## config.mk

```make
export PLATFORM = sky130hd
export DESIGN_NAME = ysyx_22050598_exu_trap_redir
export DESIGN_NICKNAME = d
export VERILOG_FILES = /design/src/rtl/ysyx_22050598_exu_trap_redir.sv
export SDC_FILE = /design/constraint.sdc
export NUM_CORES = 1
export LEC_CHECK = 0
export ABC_AREA = 1
export CAP_MARGIN = 10
export CORE_UTILIZATION = 45
export DETAILED_ROUTE_END_ITERATION = 12
export PLACE_DENSITY = 0.85
export SYNTH_ARGS = -nofsm -noshare
export SYNTH_HDL_FRONTEND = slang
export SYNTH_SLANG_ARGS = --single-unit
```

## constraint.sdc

```tcl
create_clock -name clk -period 1.93 [get_ports clk]
set_input_delay 0.579 -clock clk [delete_from_list [all_inputs] [get_ports clk]]
set_output_delay 0.579 -clock clk [all_outputs]
set_load 0.03 [all_outputs]
```

## src/rtl/ysyx_22050598_exu_trap_redir.sv

```systemverilog
// ---------------------------------------------------------------------------
// ysyx_22050598_exu_trap_redir
//
// Sits behind the EXU CSR unit and turns its csr_rd_pc_data result into
// either a GPR writeback (Zicsr ops) or a held PC redirect to the IFU
// (ecall -> mtvec, mret -> mepc). While a redirect is outstanding, and for a
// fixed drain window after the IFU takes it, younger stages are flushed and
// EXU issue is stalled.
//
// Ports
//   clk, rst            core clock, synchronous active-high reset
//   ex_valid_i/ready_o  EXU issue handshake (ready only in IDLE)
//   ex_csr_ena_i        instruction is a Zicsr op
//   ex_is_ecall_i       instruction is ecall
//   ex_is_mret_i        instruction is mret
//   ex_rd_idx_i         GPR destination of the CSR op
//   csr_rd_pc_data_i    CSR read value / mtvec / mepc from the CSR unit
//   wb_valid_o/idx/data one-cycle GPR write strobe, index and data
//   redir_valid_o/pc_o  redirect request to IFU, held until redir_ready_i
//   redir_ready_i       IFU accepts the redirect
//   flush_o             kill everything younger than the trapping op
//   trap_cnt_o          number of completed redirects (wraps)
// ---------------------------------------------------------------------------
module ysyx_22050598_exu_trap_redir #(
  parameter int XLEN         = 64,
  parameter int FLUSH_CYCLES = 2,   // 1..15
  parameter int CNT_W        = 32
) (
  input  logic             clk,
  input  logic             rst,
  input  logic             ex_valid_i,
  output logic             ex_ready_o,
  input  logic             ex_csr_ena_i,
  input  logic             ex_is_ecall_i,
  input  logic             ex_is_mret_i,
  input  logic [4:0]       ex_rd_idx_i,
  input  logic [XLEN-1:0]  csr_rd_pc_data_i,
  output logic             wb_valid_o,
  output logic [4:0]       wb_rd_idx_o,
  output logic [XLEN-1:0]  wb_rd_data_o,
  output logic             redir_valid_o,
  input  logic             redir_ready_i,
  output logic [XLEN-1:0]  redir_pc_o,
  output logic             flush_o,
  output logic [CNT_W-1:0] trap_cnt_o
);

  typedef enum logic [1:0] {
    S_IDLE  = 2'd0,
    S_REDIR = 2'd1,
    S_DRAIN = 2'd2
  } state_t;

  // Drain counter is loaded with FLUSH_CYCLES-1 and counts down to 0, so
  // DRAIN lasts exactly FLUSH_CYCLES cycles.
  localparam logic [3:0] DRAIN_LOAD = 4'(FLUSH_CYCLES - 1);

  state_t            r_state;
  state_t            w_state_nxt;
  logic [3:0]        r_drain_cnt;
  logic [3:0]        w_drain_cnt_nxt;

  logic              r_wb_valid;
  logic [4:0]        r_wb_rd_idx;
  logic [XLEN-1:0]   r_wb_rd_data;
  logic [XLEN-1:0]   r_redir_pc;
  logic [CNT_W-1:0]  r_trap_cnt;

  logic              w_idle;
  logic              w_accept;
  logic              w_is_trap;
  logic              w_csr_wr;
  logic              w_trap_take;
  logic              w_redir_fire;

  // ---------------------------------------------------------------------
  // Issue-side decode. Only meaningful in IDLE; ops presented while busy
  // are simply not accepted and the EXU keeps holding them.
  // ---------------------------------------------------------------------
  assign w_idle      = (r_state == S_IDLE);
  assign w_accept    = ex_valid_i & w_idle;
  // ecall and mret share one redirect path: the CSR unit already put the
  // right target (mtvec or mepc) on csr_rd_pc_data_i, so both-high simply
  // yields one redirect. A trap op also masks any csr_ena on the same op.
  assign w_is_trap   = ex_is_ecall_i | ex_is_mret_i;
  assign w_trap_take = w_accept & w_is_trap;
  // x0 writes are dropped here rather than relying on the regfile.
  assign w_csr_wr    = w_accept & ex_csr_ena_i & ~w_is_trap
                     & (ex_rd_idx_i != 5'd0);
  assign w_redir_fire = (r_state == S_REDIR) & redir_ready_i;

  // ---------------------------------------------------------------------
  // Next-state logic
  // ---------------------------------------------------------------------
  always_comb begin
    w_state_nxt     = r_state;
    w_drain_cnt_nxt = r_drain_cnt;
    case (r_state)
      S_IDLE: begin
        if (w_trap_take) w_state_nxt = S_REDIR;
      end
      S_REDIR: begin
        if (redir_ready_i) begin
          w_state_nxt     = S_DRAIN;
          w_drain_cnt_nxt = DRAIN_LOAD;
        end
      end
      S_DRAIN: begin
        if (r_drain_cnt == 4'd0) w_state_nxt = S_IDLE;
        else                     w_drain_cnt_nxt = r_drain_cnt - 4'd1;
      end
      default: begin
        w_state_nxt     = S_IDLE;
        w_drain_cnt_nxt = 4'd0;
      end
    endcase
  end

  // ---------------------------------------------------------------------
  // State and output registers
  // ---------------------------------------------------------------------
  always_ff @(posedge clk) begin
    if (rst) begin
      r_state      <= S_IDLE;
      r_drain_cnt  <= 4'd0;
      r_wb_valid   <= 1'b0;
      r_wb_rd_idx  <= 5'd0;
      r_wb_rd_data <= '0;
      r_redir_pc   <= '0;
      r_trap_cnt   <= '0;
    end else begin
      r_state     <= w_state_nxt;
      r_drain_cnt <= w_drain_cnt_nxt;

      // Strobe lasts one cycle; idx/data keep their last written value.
      r_wb_valid <= w_csr_wr;
      if (w_csr_wr) begin
        r_wb_rd_idx  <= ex_rd_idx_i;
        r_wb_rd_data <= csr_rd_pc_data_i;
      end

      // Target captured once on accept and held for the whole REDIR phase.
      if (w_trap_take)
        r_redir_pc <= {csr_rd_pc_data_i[XLEN-1:2], 2'b00};

      if (w_redir_fire)
        r_trap_cnt <= r_trap_cnt + CNT_W'(1);
    end
  end

  // All outputs come straight from registers: no ex_* -> redir/wb path.
  assign ex_ready_o    = w_idle;
  assign redir_valid_o = (r_state == S_REDIR);
  assign flush_o       = (r_state != S_IDLE);
  assign redir_pc_o    = r_redir_pc;
  assign wb_valid_o    = r_wb_valid;
  assign wb_rd_idx_o   = r_wb_rd_idx;
  assign wb_rd_data_o  = r_wb_rd_data;
  assign trap_cnt_o    = r_trap_cnt;

endmodule

```

======== Word level (Yosys, flattened, before mapping) ========
Cells that the tools add are included.
storage, ports and cells
  bits in registers ....................... 170
  word-level logic and storage cells ...... 37
cells by class
  add/subtract/negate cells ............... 2
  equal/unequal tests ..................... 6
  multiplexer cells ....................... 7
  bitwise operators ....................... 9
  reduce and logical (&&, ||, !) cells .... 6
operators with widths
  cell                   count
  $add 32x1->32 const B  1
  $pmux 4 s3             1
  $mux 4                 2
  $and 1x1->1            6
  $mux 2                 3
  $pmux 2 s3             1
  $reduce_and 3->1       2
  $reduce_bool 5->1      1
  $logic_not 4->1        1
  $ne 2x1->1 const B     2
  $ne 2x2->1 const B     2
  $sub 4x1->4 const B    1
  $eq 2x1->1 const B     1
  $eq 2x2->1 const B     1
  $logic_not 2->1        1
  $not 1->1              2
  $reduce_bool 2->1      1
  $or 1x1->1             1

======== Logic depth before layout (Yosys ltp) ========
Gate-level depths: netlist (run 1).
  word-level depth ........................ 5
  gate-level depth with buffers ........... 12

======== Worst setup path before layout (run 1) ========
Ideal clock, no wire load.
  kind .................................... flip-flop to flip-flop
  from .................................... reg r_state[1]
  to ...................................... reg r_trap_cnt[13], in the netlist trap_cnt_o[13]
  setup time .............................. 0.116 ns
  arrival ................................. 1.678 ns
  data required time ...................... 1.814 ns
  path slack .............................. 0.136 ns
  stages on the path, launching flop included .. 10
  clock period less this slack ............ 1.794 ns
  path through ............................ dfxtp_1 > inv_1 > ha_1 > nand2_2 > inv_1 > nand2_1 > nor2_2 > nand3_1 > o21ai_0 > nor2_1
on the way
  word-level cells in the longest chain between the ends .. 2
ends and longest elaborated chain
  element                 RTL line  text
  from (decl)             58        state_t r_state;
  from (signal assigned)  132       r_state <= w_state_nxt;
  $eq 2x1->1              n/a
  net redir_valid_o       41        output logic redir_valid_o,
  $and 1x1->1             90        assign w_redir_fire = (r_state == S_REDIR) & redir_ready_i;
  to (signal assigned)    147       r_trap_cnt <= r_trap_cnt + CNT_W'(1);
  to (decl)               67        logic [CNT_W-1:0] r_trap_cnt;
The timed path passes the listed nets, and every way through them passes these cells.
A chain may end at the register's enable or synchronous reset.

======== Final worst setup path (run 1) ========
  from .................................... reg r_trap_cnt[17], in the netlist trap_cnt_o[17]
  to ...................................... out trap_cnt_o[17]
RTL lines
  element    RTL line  text
  to (decl)  45        output logic [CNT_W-1:0] trap_cnt_o
No word-level cell between the ends.

==> results.json, run 1 <==
{
  "finalSetupViolCount": 0,
  "path_clk_slew_ps": 60,
  "placed_area_um2": 9639,
  "root_buffer": "clkbuf_16",
  "clockPowerShare_pct": 30.8,
  "final_cell_mix": "nor2_1, dfxtp_1, dlygate4sd2_1",
  "wl_um": 20380,
  "critPathSlowestCell": "dfxtp_1",
  "drc_errors": 0,
  "synth-seq-cells": 170,
  "cts_buffer_depth": 2,
  "finalCritPeriodShare_pct": 96.52,
  "hpwl_um": 14390,
  "ys_warn_count": 0,
  "syn2layout_area_growth_pct": 50.52,
  "antenna_found_initial": 0,
  "clk_latency_ps": 420,
  "grt_pass1_wl_um": 30330,
  "htreeDepth": 4,
  "clkSinkCount": 170,
  "die_x_um": 124.0,
  "fill_cells": 1219,
  "cp-start-kind": "flop",
  "worst-setup-path-type": "reg -> out",
  "clock.fmax_ghz": 0.5368,
  "worst_pin_slew_ps": 522.3,
  "relSlewSlack_pct": 64.91,
  "syn_area_um2": 6694,
  "power_switching_mw": 3.850,
  "grt.total_usage_pct": 25.72,
  "period_minus_slack_ps": 1863,
  "tritoncts": "built",
  "cap_violations": 0,
  "crit_path_end_kind": "output pin",
  "met2_length_um": 9975,
  "synth-edff-count": 0,
  "p_comb_share_pct": 31.7,
  "syn_inst": 921,
  "clock_skew_ps": 7.630,
  "crit_chain": "dlygate4sd2_1",
  "regArea_um2": 3408,
  "worstSetupStartpoint": "trap_cnt_o[17]",
  "required_ps": 1350,
  "ys_types": 28,
  "routed.top_layer": "met4",
  "pwr-share-seq_pct": 37.5,
  "die_h_um": 124.0,
  "cp_num_buf_inv": 1,
  "gp_congestion": 0.9555,
  "drtPass1Iterations": 5,
  "hp-class": "reg -> reg",
  "post_drt_wl_per_cell_um": 14.72,
  "synth_flop_cell": "dfxtp_1",
  "grt_overflow": 0,
  "nets": 1271,
  "p_leak_nw": 4.670,
  "coreArea_um2": 14530,
  "cpPeakStageDelay_ps": 430,
  "grt_start_max_net_pins": 82,
  "final_common_cell": "nor2_1",
  "drt_iter0_drc": 693,
  "fin_cells": 1385,
  "dp.cells": 1353,
  "grt_pass1_vias": 6267,
  "dr_wl_met3_um": 1791,
  "synth_seq_area_share_pct": 50.84,
  "ir_drop_mv": 0.6026,
  "hold_start": "wb_rd_idx_o[3]",
  "multi_input_area_um2": 2853,
  "start_util_pct": 46.06,
  "dieArea_um2": 15370,
  "hold_viol_final": 0,
  "antenna_left": 0,
  "design_area_um2": 10080,
  "r2r-start": "r_state[1]",
  "slew_violations": 0,
  "grt_setup_unrepaired": "no",
  "diodes": 0,
  "postCtsHoldBufs": 0,
  "outcome": "complete, no violations",
  "syn_area_per_cell_um2": 7.268,
  "crit_arrival_ps": 1280,
  "wl_met1_um": 8194,
  "numCtsBuffers": 17,
  "io_pins": 245,
  "final_util_pct": 69.33,
  "crit_family": "flip-flops",
  "p_int_mw": 7.275,
  "final.setup.tns_ps": 0,
  "via_per_inst": 5.081,
  "drive_above_1_share_pct": 9.076,
  "fp-row-count": 44,
  "switching_share_pct": 34.60,
  "synthArstFlopShare_pct": 0,
  "port_buffers": 242,
  "power_density_nw_per_um2": 1104,
  "crit_fanout": 6,
  "vias": 7037
}
==> metal layers <==
layer / up-vias / track usage, %
li1: 3466 / -
met3: 40 / 6.364
met2: 303 / 45.66
met1: 3228 / 29.55
met5: - / 0
met4: 0 / 9.970
==> final timing paths <==
path / endpoint / slack, ps / depth (start not counted)
min reg2reg: wb_rd_idx_o[3] / 470 / 2
min: wb_rd_idx_o[3] / 470 / 2
max reg2reg: trap_cnt_o[9] / 170 / 10
max: trap_cnt_o[17] / 70 / 1
==> stage by stage <==
stage / total power, mW / setup slack [ps] / hold WS (ps)
floorplan: 6.293 / 135.8 / 469.0
global placement: 7.814 / -198.1 / 451.2
detailed placement: 7.905 / -241.1 / 459.6
CTS: 11.15 / 11.29 / 467.8
global route: 11.71 / 17.63 / 480.9
finish: 11.12 / 67.17 / 468.5
==> cell families (layout without fill, tap and decap cells) <==
logic type,after synthesis,in the layout,synth area share (%)
XOR/XNOR,3,3,0.3926
AND/OR/NAND/NOR,456,456,27.38
flip-flops,170,170,50.84
adder cells (fa/ha/maj),7,7,1.308
other,1,2,0.05602
buffers and inverters,110,389,6.972
AO/OA/AOI/OAI,174,174,13.05
==> power by group through the flow <==
stage / logic, mW / registers [mW] / clock network (mW)
after global placement: 3.57 / 4.24 / 0
final: 3.53 / 4.18 / 3.42
after detailed placement: 3.65 / 4.26 / 0
after global routing: 3.83 / 4.23 / 3.65
after CTS: 3.50 / 4.19 / 3.46
after floorplan: 1.32 / 4.97 / 0
==> sequential cells by signal, summed over array words and instances, names as in the netlist <==
name / count
wb_rd_data_o: 64
wb_valid_o: 1
r_state: 2
trap_cnt_o: 32
r_drain_cnt: 4
wb_rd_idx_o: 5
redir_pc_o: 62
==> repair_timing <==
item / 4_1_cts / 5_1_grt
pin swaps: 1 / 0
resized for setup: 178 / 0
setup buffers: 0 / 1
endpoints found under the setup margin: 167 / 1
==> synthesized netlist by cell type, types with 3 or more instances <==
master    instances  area (um^2)
nor2_1          313         1175
dfxtp_1         170         3403
o21ai_0         146        730.7
nand2_1          80        300.3
inv_1            62        232.7
nand3_1          34        170.2
clkbuf_1         31        116.4
a21oi_1          21        105.1
nand4_1           8        50.05
nor2_2            8        50.05
ha_1              7        87.58
buf_2             6        30.03
nor3_1            6        30.03
o21ai_1           6        30.03
buf_6             5        56.30
nand2_2           3        18.77
==> area by class of cell <==
| type | instances | area share (%) |
|---|---|---|
| Timing Repair Buffer | 293 | 27.24 |
| Sequential cell | 170 | 33.83 |
| Multi-Input combinational cell | 642 | 28.31 |
| Tap cell | 184 | 2.285 |
| Inverter | 64 | 2.409 |
| Clock inverter | 12 | 1.391 |
| Clock buffer | 20 | 4.532 |
Power figures use the tool's default switching activity.
==> run 2, diff against run 1 <==
--- a/config.mk
+++ b/config.mk
@@ -7,9 +7,10 @@
 export LEC_CHECK = 0
 export ABC_AREA = 1
 export CAP_MARGIN = 10
+export CORE_ASPECT_RATIO = 0.5
 export CORE_UTILIZATION = 45
 export DETAILED_ROUTE_END_ITERATION = 12
-export PLACE_DENSITY = 0.85
+export PLACE_DENSITY = 0.77
 export SYNTH_ARGS = -nofsm -noshare
 export SYNTH_HDL_FRONTEND = slang
 export SYNTH_SLANG_ARGS = --single-unit
==> results.json, run 2 (synthesis results as in run 1) <==
{
  "slew_violations": 0,
  "hold_viol_final": 0,
  "via_per_inst": 4.900,
  "cts_buffer_depth": 2,
  "clock.fmax_ghz": 0.5284,
  "numCtsBuffers": 17,
  "worst-setup-path-type": "reg -> out",
  "path_clk_slew_ps": 70,
  "grt_overflow": 0,
  "fin_cells": 1389,
  "coreArea_um2": 14510,
  "gp_congestion": 0.8914,
  "setup_ws_ps": 37.63,
  "p_leak_nw": 4.606,
  "crit_arrival_ps": 1310,
  "clock_skew_ps": 10.54,
  "vias": 6806,
  "dpl_worst_slack_ps": -194.8,
  "regArea_um2": 3406,
  "dp.cells": 1355,
  "cap_violations": 0,
  "htreeDepth": 4,
  "drive_above_1_share_pct": 8.228,
  "crit_path_end_kind": "output pin",
  "drtPass1Iterations": 5,
  "start_util_pct": 46.14,
  "syn2layout_area_growth_pct": 48.77,
  "grt_pass1_wl_um": 30640,
  "die_h_um": 88.24,
  "crit_fanout": 3,
  "post_drt_wl_per_cell_um": 14.06,
  "nets": 1261,
  "final_util_pct": 68.65,
  "required_ps": 1350,
  "finalSetupViolCount": 0,
  "cp-start-kind": "flop",
  "final_common_cell": "nor2_1",
  "relSlewSlack_pct": 64.39,
  "grt.total_usage_pct": 24.94,
  "port_buffers": 242,
  "fp-row-count": 31,
  "grt_pass1_vias": 6319,
  "diodes": 0,
  "final_cell_mix": "nor2_1, dfxtp_1, dlygate4sd2_1",
  "p_total_mw": 10.94,
  "antenna_found_initial": 0,
  "root_buffer": "clkbuf_16",
  "clk_latency_ps": 420,
  "antenna_left": 0,
  "largest_register_ffs": 64,
  "die_x_um": 174.5,
  "ir_drop_mv": 0.7715,
  "dieArea_um2": 15400,
  "power_density_nw_per_um2": 1099,
  "multi_input_area_um2": 2843,
  "hpwl_um": 13870,
  "drc_errors": 0,
  "postCtsHoldBufs": 0,
  "finalCritPeriodShare_pct": 98.05,
  "final.setup.tns_ps": 0,
  "worst_pin_slew_ps": 530.1,
  "fill_cells": 1291,
  "hp-class": "reg -> reg",
  "period_minus_slack_ps": 1892,
  "grt_start_max_net_pins": 74,
  "drt_iter0_drc": 405,
  "wl_um": 19530,
  "io_pins": 245,
  "tritoncts": "built",
  "clkSinkCount": 170,
  "outcome": "complete, no violations"
}
## run 2: worst paths after layout
check / from / to / slack [ps] / cells after the start
worst max-delay path: r_state[0] / flush_o / 40 / 5
worst min-delay path: wb_rd_idx_o[3] / wb_rd_idx_o[3] / 460 / 2
worst max register to register: r_state[0] / wb_rd_data_o[3] / 190 / 11
worst min register to register: wb_rd_idx_o[3] / wb_rd_idx_o[3] / 460 / 2
## run 2: per-stage QoR
step | cell area, um^2 | hold WS [ps]
floorplan | 6698 | 469.0
global placement | 9532 | 448.5
detailed placement | 9532 | 456.2
CTS | 9932 | 469.2
global route | 9958 | 494.6
finish | 9958 | 464.9
## run 2: what timing repair did
| item | CTS | global route |
|---|---|---|
| gates resized for setup | 172 | 4 |
| endpoints found under the setup margin | 167 | 4 |
| buffers inserted | 1 | 1 |
## run 2: area by class of cell
type | count | area share [%]
clock inverter | 14 | 1.495
tap | 198 | 2.488
timing repair buffer | 283 | 26.40
inverter | 64 | 2.463
clock buffer | 18 | 4.410
multi-input combinational | 642 | 28.55
sequential | 170 | 34.20
## run 2: layer usage
layer	GRT usage (%)	share of wire, %	up-vias
met3	4.210	4.4	44
met1	29.33	42	3106
met5	0	0	-
li1	-	-	3448
met2	46.00	50	208
met4	10.69	3.4	0
## run 2: report_power, final
group | total, mW | internal (mW) | switching (mW)
sequential | 4.17 | 3.95 | 0.223
clock | 3.35 | 1.77 | 1.58
combinational | 3.41 | 1.25 | 2.16
## run 2: worst max-delay path, cell delays in order (launching register included)
cell and delay [ps]:
dfxtp_2 330, inv_1 50, ha_2 190, buf_4 150
inv_4 50, buf_6 120
